## src/rtl/fft_r2_sched.sv

```systemverilog
// fft_r2_sched: issue/drain sequencer for an in-place radix-2 FFT butterfly.
// Every output is a flop; the write-back strobe and addresses trail ISSUE by PIPE_LAT cycles.
module fft_r2_sched #(
    parameter int LOG2N    = 3,
    parameter int PIPE_LAT = 4
) (
    input  logic             CLK,
    input  logic             RST,
    input  logic             START,
    output logic             BUSY,
    output logic             DONE,
    output logic             ISSUE,
    output logic [LOG2N-1:0] ADDR_A,
    output logic [LOG2N-1:0] ADDR_B,
    output logic [LOG2N-2:0] TW_IDX,
    output logic [3:0]       STAGE,
    output logic             WR_EN,
    output logic [LOG2N-1:0] WR_ADDR_A,
    output logic [LOG2N-1:0] WR_ADDR_B
);
    localparam int DW = $clog2(PIPE_LAT + 1);
    typedef enum logic [1:0] {S_IDLE, S_ISSUE, S_DRAIN, S_FIN} state_t;
    state_t state, state_nx;
    logic [3:0] stage, stage_nx, hb;
    logic [LOG2N-2:0] j, j_nx;
    logic [DW-1:0] dcnt, dcnt_nx;
    logic [LOG2N-1:0] jx, mask, a_nx;
    logic [PIPE_LAT-1:0] wv;
    logic [LOG2N-1:0] wa [PIPE_LAT];
    logic [LOG2N-1:0] wb [PIPE_LAT];

    always_comb begin
        state_nx = state;
        stage_nx = stage;
        j_nx     = j;
        dcnt_nx  = dcnt;
        case (state)
            S_IDLE:
                if (START) begin
                    state_nx = S_ISSUE;
                    stage_nx = '0;
                    j_nx     = '0;
                end
            S_ISSUE:
                if (&j) begin
                    state_nx = S_DRAIN;
                    dcnt_nx  = '0;
                    j_nx     = '0;
                end else j_nx = j + 1'b1;
            S_DRAIN:
                if (dcnt == DW'(PIPE_LAT - 1)) begin
                    state_nx = (stage == 4'(LOG2N - 1)) ? S_FIN : S_ISSUE;
                    stage_nx = (stage == 4'(LOG2N - 1)) ? stage : stage + 1'b1;
                end else dcnt_nx = dcnt + 1'b1;
            default: state_nx = S_IDLE;
        endcase
        // upper-leg address is j with a zero inserted at bit hb; span = 1 << hb
        hb   = 4'(LOG2N - 1) - stage_nx;
        jx   = LOG2N'(j_nx);
        mask = (LOG2N'(1) << hb) - 1'b1;
        a_nx = ((jx >> hb) << (hb + 1'b1)) | (jx & mask);
    end

    always_ff @(posedge CLK or posedge RST) begin
        if (RST) begin
            state  <= S_IDLE;
            stage  <= '0;
            j      <= '0;
            dcnt   <= '0;
            BUSY   <= 1'b0;
            DONE   <= 1'b0;
            ISSUE  <= 1'b0;
            ADDR_A <= '0;
            ADDR_B <= '0;
            TW_IDX <= '0;
            STAGE  <= '0;
        end else begin
            state <= state_nx;
            stage <= stage_nx;
            j     <= j_nx;
            dcnt  <= dcnt_nx;
            BUSY  <= state_nx != S_IDLE;
            DONE  <= state_nx == S_FIN;
            ISSUE <= state_nx == S_ISSUE;
            if (state_nx == S_ISSUE) begin
                ADDR_A <= a_nx;
                ADDR_B <= a_nx | (mask + 1'b1);
                TW_IDX <= (LOG2N-1)'((jx & mask) << stage_nx);
                STAGE  <= stage_nx;
            end
        end
    end

    // free-running delay line; clearing it on reset drops in-flight write-backs
    always_ff @(posedge CLK or posedge RST) begin
        if (RST) begin
            wv <= '0;
            for (int i = 0; i < PIPE_LAT; i++) begin
                wa[i] <= '0;
                wb[i] <= '0;
            end
        end else begin
            wv[0] <= ISSUE;
            wa[0] <= ADDR_A;
            wb[0] <= ADDR_B;
            for (int i = 1; i < PIPE_LAT; i++) begin
                wv[i] <= wv[i-1];
                wa[i] <= wa[i-1];
                wb[i] <= wb[i-1];
            end
        end
    end

    assign WR_EN     = wv[PIPE_LAT-1];
    assign WR_ADDR_A = wa[PIPE_LAT-1];
    assign WR_ADDR_B = wb[PIPE_LAT-1];
endmodule

```

## config.mk

```make
export PLATFORM = sky130hd
export DESIGN_NAME = fft_r2_sched
export DESIGN_NICKNAME = d
export VERILOG_FILES = /design/src/rtl/fft_r2_sched.sv
export SDC_FILE = /design/constraint.sdc
export NUM_CORES = 1
export LEC_CHECK = 0
export CAP_MARGIN = 5
export CORE_MARGIN = 1
export CORE_UTILIZATION = 54
export DETAILED_ROUTE_END_ITERATION = 8
export GPL_TIMING_DRIVEN = 0
export PLACE_DENSITY_LB_ADDON = 0.08
export SYNTH_ARGS = -nofsm -noshare
export SYNTH_HDL_FRONTEND = slang
export SYNTH_SLANG_ARGS = --single-unit
```

## constraint.sdc

```tcl
create_clock -name CLK -period 3.95 [get_ports CLK]
set_input_delay 0.395 -clock CLK [delete_from_list [all_inputs] [get_ports CLK]]
set_output_delay 0.395 -clock CLK [all_outputs]
set_load 0.02 [all_outputs]
```

==> results of run 1 <==
-- synth_stat cells (all sizes together), types with 2 or more instances --
| cell type | count |
|---|---|
| o21bai | 2 |
| buf | 11 |
| ha | 7 |
| o22ai | 2 |
| a22o | 2 |
| nand2b | 3 |
| a21oi | 8 |
| or3 | 2 |
| nor2b | 3 |
| and3b | 2 |
| nand3 | 3 |
| o21ai | 5 |
| nand2 | 9 |
| nand4 | 2 |
| nor2 | 24 |
| clkbuf | 2 |
| and2 | 3 |
| nor3b | 2 |
| nor3 | 2 |
| a31oi | 2 |
| inv | 8 |
| a311oi | 2 |
| dfrtp | 54 |
| a221oi | 2 |
-- sequential cells by signal, indices dropped and copies added (netlist names), 2 cells and up --
name and count:
ADDR_A 3, ADDR_B 3, STAGE 4, TW_IDX 2, WR_ADDR_A 3, WR_ADDR_B 3
dcnt 3, j 2, stage 4, state 2, wa 9, wb 9
wv 4
-- layout by cell type, fill, tap and decap left out, types with 4 or more instances in the layout --
cell type,Yosys,routed
inv_1,8,6
dfrtp_1,54,54
nand2_1,9,9
o21ai_0,4,4
buf_4,6,6
clkbuf_8,0,5
clkdlybuf4s50_1,0,24
ha_1,7,7
nor2_1,24,24
a21oi_1,8,8
-- worst max-delay path: cells and delay by family, from the launching register on --
family | cells | cell delay [ns]
compound gates | 3 | 0.84
fa+ha+maj | 3 | 0.70
simple gates | 5 | 1.38
buf+inv | 2 | 0.27
flops | 1 | 0.46
-- layer usage --
metal | vias to the layer above | wire length (um) | track usage
met5 | - | 0 | 0
met4 | 0 | 57 | 0.0924
met3 | 8 | 239 | 0.0608
met2 | 60 | 2010 | 0.351
met1 | 713 | 1660 | 0.274
li1 | 693 | - | -
-- metrics by stage --
step / hold slack [ns] / util / setup TNS, ns / area [um2] / cells
finish: 0.356 / 0.690 / 0 / 2580 / 263
CTS: 0.358 / 0.689 / 0 / 2580 / 263
detailed placement: 0.335 / 0.662 / 0 / 2480 / 255
floorplan: 0.331 / - / 0 / 2160 / 182
global route: 0.365 / 0.690 / -0.00252 / 2580 / 263
global placement: 0.332 / 0.657 / 0 / 2460 / 254
-- final timing paths --
check | slack (ns) | start | end
max | 0.18 | stage[0] | ADDR_B[1]
min | 0.36 | wa[4] | WR_ADDR_A[1]
max reg2reg | 0.18 | stage[0] | ADDR_B[1]
min reg2reg | 0.36 | wa[4] | WR_ADDR_A[1]
max in group asynchronous | 3.03 | RST | ADDR_B[2]
min in group asynchronous | 0.40 | RST | stage[2]
-- kinds of logic (layout without fill, tap and decap cells) --
| family | after synthesis | after routing | share of synthesized area |
|---|---|---|---|
| AO/OA/AOI/OAI | 36 | 36 | 0.120 |
| XOR/XNOR | 1 | 1 | 0.00406 |
| adder cells (fa/ha/maj) | 7 | 7 | 0.0406 |
| buffers and inverters | 21 | 54 | 0.0521 |
| flip-flops | 54 | 54 | 0.626 |
| multiplexers | 1 | 1 | 0.00521 |
| AND/OR/NAND/NOR | 62 | 62 | 0.152 |
-- where the power goes --
part | internal [mW] | switching, mW
logic | 0.399 | 0.488
registers | 0.795 | 0.104
clock network | 0.131 | 0.188
-- layout make-up --
cell class | instances | area, um2 | area share
plain buffers | 13 | 82.6 | 0.0320
clock buffers | 5 | 68.8 | 0.0266
clock inverters | 3 | 28.8 | 0.0111
inverters | 8 | 30.0 | 0.0116
multi-input cells | 107 | 701 | 0.271
flip-flops and latches | 54 | 1350 | 0.523
well taps | 48 | 60.1 | 0.0233
repair buffers | 25 | 260 | 0.101
==> results.tsv, run 1 <==
metric	value	unit
status	completed	
# Post-CTS Setup Buffers	0	
I/O pins	25	
register area share after synthesis	0.626	
final hold vios	0	
gpl congestion	0.853	
endpoints failing setup	0	
Detailed Route WL	3970	um
endpoint class of the critical path	flop	
total track usage	0.217	
global-route wire length before repair	6760	um
CTS clock-pin slew for the worst setup and hold paths	0.10	ns
Async S/R FF share, synth	1.00	
initial antenna violation count	0	
CP max FO	7	
die height	65.2	um
port buffer count	24	
CP max-delay cell	dfrtp_1	
clock sink count	54	
count of pins over their slew limit	0	
Syn Inst Count	182	
Pwr per Cell Area	815	nW/um2
max_cap viols	0	
Main synth FF type	dfrtp_1	
setup ws final	0.185	ns
post-synth cell types	49	
Clock Latency Late Sink	0.31	ns
FP Rows	22	
fill cell count	279	
via count	1474	
Nets	224	
Clock Path Buffers	2	
ant diodes	0	
synth-to-layout area growth	19.6	%
net count after synthesis	192	
CTS tree	yes	
Avg Vias per Cell	5.60	
die area	4260	um2
Pwr Total	2.10	mW
leakage	1.20	nW
mapped cell area	2160	um2
layout cell share with drive strength beyond 1	0.121	
vias in the first global route	1421	
Synth Register Bits	54	
Worst Hold Class	reg2reg	
cell accounting for the most synthesized area	dfrtp_1	
H-tree Lvls	2	
Die W	65.2	um
Post-CTS Resized	0	
Detail Route Antenna Nets	0	
Reg2Reg Depth	13	
Worst Path Required	4.15	ns
Worst EP arrival	3.97	ns
Crit Path Class	reg2reg	
Clock Skew	0.0120	ns
Root Buffer	clkbuf_8	
relative slew slack	0.685	
routed wire length per instance	15.1	um
core area	3740	um2
worst-path cell chain	inv_1 -> ha_1 -> or3b_1 -> and4_1 -> nor3_2 -> inv_2 -> ha_1 -> or3_1 -> o32a_1 -> ha_1 -> nor2b_1 -> a311oi_1 -> a21oi_1	
CP peak stage delay	0.46	ns
DRT Pass-1 Iters	4	
largest net degree at the start of global routing	35	
Setup WS pre-CTS	0.0166	ns
minimum clock period	3.77	ns
Yosys warning total	0	
depth of the worst hold-timing path	0	
Fmax	266	MHz
period utilization	0.953	
Congestion Overflow GR	0	
DR DRC count	0	
Worst VDD drop	0.415	mV
actual slew at the worst max-slew pin	0.472	ns
startpoint types	flop	
post-synth top area share	0.626	
dpl hpwl	2820	um
Post-synth EDFFs	0	
CTS Buf Count	5	
starting density of the core	0.577	
Area contributors post-synth	dfrtp_1 (63%), nor2_1 (4.2%), ha_1 (4.1%)	
most frequent CP cell	ha_1	
Synth Area per Inst	11.9	um2
1st-iter DRT viols	90	
CTS Hold Bufs	0	
No activity file was read; power rests on OpenSTA's default activity.
==> run 2, diff against run 1 <==
ABC_AREA = 1   (was default)
==> run 2 against run 1 <==
Largest power group is now combinational logic. Area after synthesis shrank 1.2%. Maximum frequency rose by 25%. Critical path type unchanged. Final cell count up 6.5%.
==> results.tsv, run 2 <==
metric	value	unit	change
status	completed		
mapped cell area	2130	um2	-1.2%
Post-CTS Resized	0		unchanged
Post-synth EDFFs	0		unchanged
1st-iter DRT viols	73		-19%
largest net degree at the start of global routing	35		unchanged
port buffer count	24		unchanged
endpoint class of the critical path	flop		
vias in the first global route	1522		+7.1%
Flop pwr share	0.410		-0.017
die area	4210	um2	-1.1%
Worst Path Required	4.15	ns	about the same
count of pins over their slew limit	0		unchanged
via count	1423		-3.5%
Net Sw Frac	0.384		+0.0136
Synth Area per Inst	10.7	um2	-10%
depth of the worst hold-timing path	0		unchanged
Placed Area	2450	um2	-1.0%
multi-input logic area	654	um2	-6.6%
startpoint types	flop		
routed wire length per instance	13.3	um	-12%
Fmax	333	MHz	+25%
CP max FO	7		unchanged
Psw	839	uW	+7.6%
commonest non-fill, non-tap cell in the layout	dfrtp_1		
RSZ-0062 raised after global routing	false		
Detail Route Antenna Nets	0		unchanged
Comb power frac	0.429		+0.008
# Post-CTS Setup Buffers	0		unchanged
most common cell in the netlist	dfrtp_1		
final hold vios	0		unchanged
Placed Cells	273		+7.1%
Pwr per Cell Area	853	nW/um2	+4.6%
setup ws final	0.943	ns	+0.758 ns
Synth top cells by count	dfrtp_1 (54), nand2_1 (48), inv_1 (18), nor2_1 (14), nand3_1 (11)		
Clock Skew	0.00248	ns	-0.00951 ns
commonest non-fill, non-tap cells in the layout	dfrtp_1 (54), nand2_1 (48), clkdlybuf4s50_1 (24), inv_1 (17), nor2_1 (14)		
register area share after synthesis	0.633		+0.00734
layout cell share with drive strength beyond 1	0.147		+0.0256
actual slew at the worst max-slew pin	0.452	ns	-0.0203 ns
CTS clock-pin slew for the worst setup and hold paths	0.09	ns	about the same
period utilization	0.761		-0.192
gpl congestion	0.832		-2.5%
register area	1350	um2	unchanged
fill cell count	286		+2.5%
Main synth FF type	dfrtp_1		
worst hold slack	0.354	ns	-0.00267 ns
total track usage	0.215		-0.00244
endpoints failing setup	0		unchanged
setup tns final	0	ns	unchanged
Avg Vias per Cell	5.08		-9.3%
synth-to-layout area growth	20.0	%	
Final Non-Filler Cells	280		+6.5%
Clock Path Buffers	2		unchanged
max_cap viols	0		unchanged
largest registers	wa (9), wb (9)		
Clock Latency Late Sink	0.29	ns	-0.02 ns
H-tree Lvls	2		unchanged
Synth Register Bits	54		unchanged
Yosys warning total	0		unchanged
relative slew slack	0.698		+0.0131
CTS Hold Bufs	0		unchanged
Root Buffer	clkbuf_8		
Async S/R FF share, synth	1.00		unchanged
initial antenna violation count	0		unchanged
Detailed Route WL	3720	um	-6.5%
ant diodes	0		unchanged
Syn Inst Count	200		+9.9%
global-route wire length before repair	6660	um	-1.4%
CTS tree	yes		
DR DRC count	0		unchanged
Area contributors post-synth	dfrtp_1 (63%), nand2_1 (8.4%), ha_1 (4.1%)		
Crit Path Class	reg2reg		
core area	3720	um2	-0.74%
CTS Buf Count	5		unchanged
Worst VDD drop	0.541	mV	+30%
Worst Hold Class	reg2reg		
Nets	242		+8.0%
minimum clock period	3.01	ns	-0.758 ns
Worst EP arrival	3.21	ns	-0.76 ns
dpl hpwl	2640	um	-6.5%
Final Cell Area	2560	um2	-0.78%
FP Rows	22		unchanged
post-synth cell types	27		-45%
Congestion Overflow GR	0		unchanged
die height	64.9	um	-0.57%
cell accounting for the most synthesized area	dfrtp_1		
Reg2Reg Depth	16		+3
clock sink count	54		unchanged
Die W	64.9	um	-0.57%
Pwr Total	2.18	mW	+3.8%
Setup WS pre-CTS	0.868	ns	+0.851 ns
DRT Pass-1 Iters	4		unchanged
clock share of power	0.161		+0.009
Power Internal	1.35	mW	+1.5%
net count after synthesis	210		+9.4%
Core Util, Final	0.690		about the same
I/O pins	25		unchanged
starting density of the core	0.574		-0.00246
post-synth top area share	0.633		+0.00734
leakage	1.25	nW	+4.7%
run 2: cell types whose count changed in the layout (fill, tap and decap cells not counted), moves of 3 or more:
cell / change
nand3_1: +8
o21ai_0: +4
nor2_1: -10
nand2b_1: -3
and2_1: -3
o21a_1: +3
nand3b_1: +3
nand2_2: +6
nor2b_1: -3
a21oi_1: -8
inv_1: +11
nand2_1: +39
run 2: final cells by class:
class | count | share of cell area
clock inverter | 2 | 0.0151
buffer | 7 | 0.0195
multi-input combinational | 118 | 0.255
tap | 48 | 0.0234
inverter | 21 | 0.0308
clock buffer | 5 | 0.0269
sequential | 54 | 0.527
timing repair buffer | 25 | 0.102
run 2: cells by family after synthesis:
family	Yosys count	synth area share
xor+xnor	1	0.00762
simple gates	91	0.198
compound gates	19	0.0598
buf+inv	28	0.0604
flops	54	0.633
fa+ha+maj	7	0.0410
run 2: worst max-delay path: stages, from the launching register on:
cell	delay [ns]
dfrtp_1	0.41
ha_1	0.21
ha_1	0.27
nand3_1	0.11
nand2_1	0.07
nand2_1	0.18
inv_1	0.14
ha_1	0.24
nand3b_1	0.16
nand2_1	0.11
inv_2	0.05
nor2_4	0.15
nand3_2	0.14
ha_1	0.29
inv_1	0.07
a31oi_1	0.08
o31ai_1	0.22
run 2: path summary, 6_finish.rpt:
kind / from / to / slack, ns
max in group asynchronous: RST / wb[3] / 3.01
min in group asynchronous: RST / wv[0] / 0.42
worst min-delay path: wb[8] / wb[5] / 0.35
worst min register to register: wb[8] / wb[5] / 0.35
worst max register to register: dcnt[0] / TW_IDX[1] / 0.94
worst max-delay path: dcnt[0] / TW_IDX[1] / 0.94
run 2: power by group through the flow:
stage / clock network, mW / logic, mW / registers, mW
after floorplan: 0 / 0.566 / 0.952
final: 0.353 / 0.937 / 0.895
after detailed placement: 0 / 0.933 / 0.909
after CTS: 0.361 / 0.942 / 0.899
after global placement: 0 / 0.909 / 0.883
after global routing: 0.384 / 1.05 / 0.920
run 2: routing by layer:
metal,track usage,vias up,part of all wire
li1,-,693,-
met1,0.260,685,0.43
met2,0.365,40,0.52
met3,0.0493,5,0.041
met4,0.0944,0,0.012
met5,0,-,0
==> run 3, diff against run 2 <==
clock period = 2.9 ns   (was 3.95 ns; I/O delays follow)
==> run 3 against run 2 <==
Power grew 42%. Final cell count grew 2.5%. Clock power grew 37%. Combinational power grew 49%. Critical path type unchanged. Critical path depth is the same. Maximum frequency grew 10%. Clock skew grew 0.0018 ns. Worst hold slack lost 0.041 ns.
==> results.tsv, run 3 (same netlist as run 2, synthesis figures left out) <==
metric	value	unit	change
ant diodes	0		unchanged
crit-path leading delay family	adder cells		
max_cap viols	0		unchanged
commonest non-fill, non-tap cells in the layout	dfrtp_1 (54), nand2_1 (44), clkdlybuf4s50_1 (24), inv_1 (16), nor2_1 (14)		
count of pins over their slew limit	0		unchanged
minimum clock period	2.73	ns	-0.277 ns
Worst EP arrival	2.93	ns	-0.28 ns
synth-to-layout area growth	24.3	%	
setup tns final	0	ns	unchanged
GR peak layer	met2		
r2r startpoint	dcnt[0]		
Detailed Route WL	4040	um	+8.8%
core area	3720	um2	unchanged
critical path startpoint	dcnt[0]		
RSZ-0062 raised after global routing	false		
port buffer count	24		unchanged
Core Util, Final	0.714		+0.0242
worst-path cell chain	ha_2 -> ha_4 -> nand3_1 -> nand2_1 -> nand2_4 -> inv_2 -> ha_1 -> nand3b_1 -> nand2_2 -> inv_2 -> nor2_4 -> nand3_4 -> ha_1 -> inv_1 -> a31oi_1 -> o31ai_1		
layout cell share with drive strength beyond 1	0.201		+0.0543
Nets	249		+2.9%
Avg Vias per Cell	5.17		+1.8%
Congestion Overflow GR	0		unchanged
Fmax	366	MHz	+10%
Final Non-Filler Cells	287		+2.5%
die area	4210	um2	unchanged
CTS tree	yes		
Clock Latency Late Sink	0.30	ns	about the same
Placed Cells	273		unchanged
Pwr per Cell Area	1170	nW/um2	+37%
fill cell count	269		-5.9%
Clock Skew	0.00424	ns	+0.00175 ns
CP max-delay cell	dfrtp_1		
endpoints failing setup	0		unchanged
grt met1 use	0.261		+0.00119
final hold vios	0		unchanged
Crit Path Class	reg2reg		
Worst Hold Class	in2async		
actual slew at the worst max-slew pin	0.452	ns	+0.000243 ns
leakage	1.28	nW	+2.6%
commonest non-fill, non-tap cell in the layout	dfrtp_1		
CP bufs+invs	3		unchanged
met2 Resource Use GR	0.365		unchanged
worst hold slack	0.313	ns	-0.0411 ns
dpl hpwl	2640	um	unchanged
initial antenna violation count	0		unchanged
Global Route met3 Usage	0.0493		unchanged
Die W	64.9	um	unchanged
CP peak stage delay	0.41	ns	about the same
Worst VDD drop	0.769	mV	+42%
Clock Path Buffers	2		unchanged
I/O pins	25		unchanged
clock sink count	54		unchanged
startpoint types	flop		
FP Rows	22		unchanged
die height	64.9	um	unchanged
H-tree Lvls	2		unchanged
Detail Route Antenna Nets	0		unchanged
CTS clock-pin slew for the worst setup and hold paths	0.09	ns	about the same
total track usage	0.215		+0.000383
global-route wire length before repair	6670	um	+0.11%
Pwr Total	3.10	mW	+42%
DR DRC count	0		unchanged
largest registers	wa (9), wb (9)		
routed wire length per instance	14.1	um	+6.1%
CP max FO	7		unchanged
1st-iter DRT viols	84		+15%
Root Buffer	clkbuf_8		
DRT Pass-1 Iters	4		unchanged
relative slew slack	0.698		about the same
starting density of the core	0.574		unchanged
via count	1485		+4.4%
status	completed		
CTS Buf Count	5		unchanged
vias in the first global route	1522		unchanged
Worst Path Required	3.10	ns	-1.05 ns
gpl congestion	0.832		unchanged
period utilization	0.941		+0.180
largest net degree at the start of global routing	35		unchanged
endpoint class of the critical path	flop		
run 3: where the power goes:
| part | leakage [nW] | internal (mW) | switching, mW |
|---|---|---|---|
| Clock | 0.0542 | 0.254 | 0.230 |
| Combinational | 0.573 | 0.593 | 0.809 |
| Sequential | 0.657 | 1.06 | 0.154 |
run 3: metal layers:
metal	wire [um]	part of all wire
met1	1730	0.43
met3	139	0.034
met2	2110	0.52
met4	68	0.017
met5	0	0
run 3: worst reg2reg max path: cells and delay by family, from the launching register on:
family	cells	cell delay, ns
adder cells (fa/ha/maj)	4	0.85
AND/OR/NAND/NOR	7	0.83
flip-flops	1	0.41
AO/OA/AOI/OAI	2	0.34
buffers and inverters	3	0.20
run 3: cell type report:
type / count / area [um2] / area share
Inverter: 21 / 78.8 / 0.0297
Sequential cell: 54 / 1350 / 0.509
Tap cell: 48 / 60.1 / 0.0226
Buffer: 7 / 50.0 / 0.0189
Timing Repair Buffer: 32 / 313 / 0.118
Clock buffer: 5 / 68.8 / 0.0259
Multi-Input combinational cell: 118 / 692 / 0.261
Clock inverter: 2 / 38.8 / 0.0146
run 3: timing repair:
action                     4_1_cts  5_1_grt
hold buffers                     0        0
gates resized for setup          2        8
setup buffers                    0        7
pin swaps                        0        5
setup endpoints to repair        3        3
run 3: final timing paths:
path,to,slack (ns),cells past startpoint
min in group CLK,wa[6],0.35,0
hold reg to reg,wa[6],0.35,0
setup reg to reg,TW_IDX[1],0.17,16
hold / removal,wv[0],0.31,2
max in group asynchronous,wb[3],2.06,3
setup / recovery,TW_IDX[1],0.17,16
run 3: metrics by stage:
stage,instance area [um2],setup WS (ns)
after global placement,2430,-0.0204
final,2650,0.170
after CTS,2570,0.0443
after detailed placement,2450,-0.0773
after global routing,2650,0.00185
after floorplan,2130,0.285
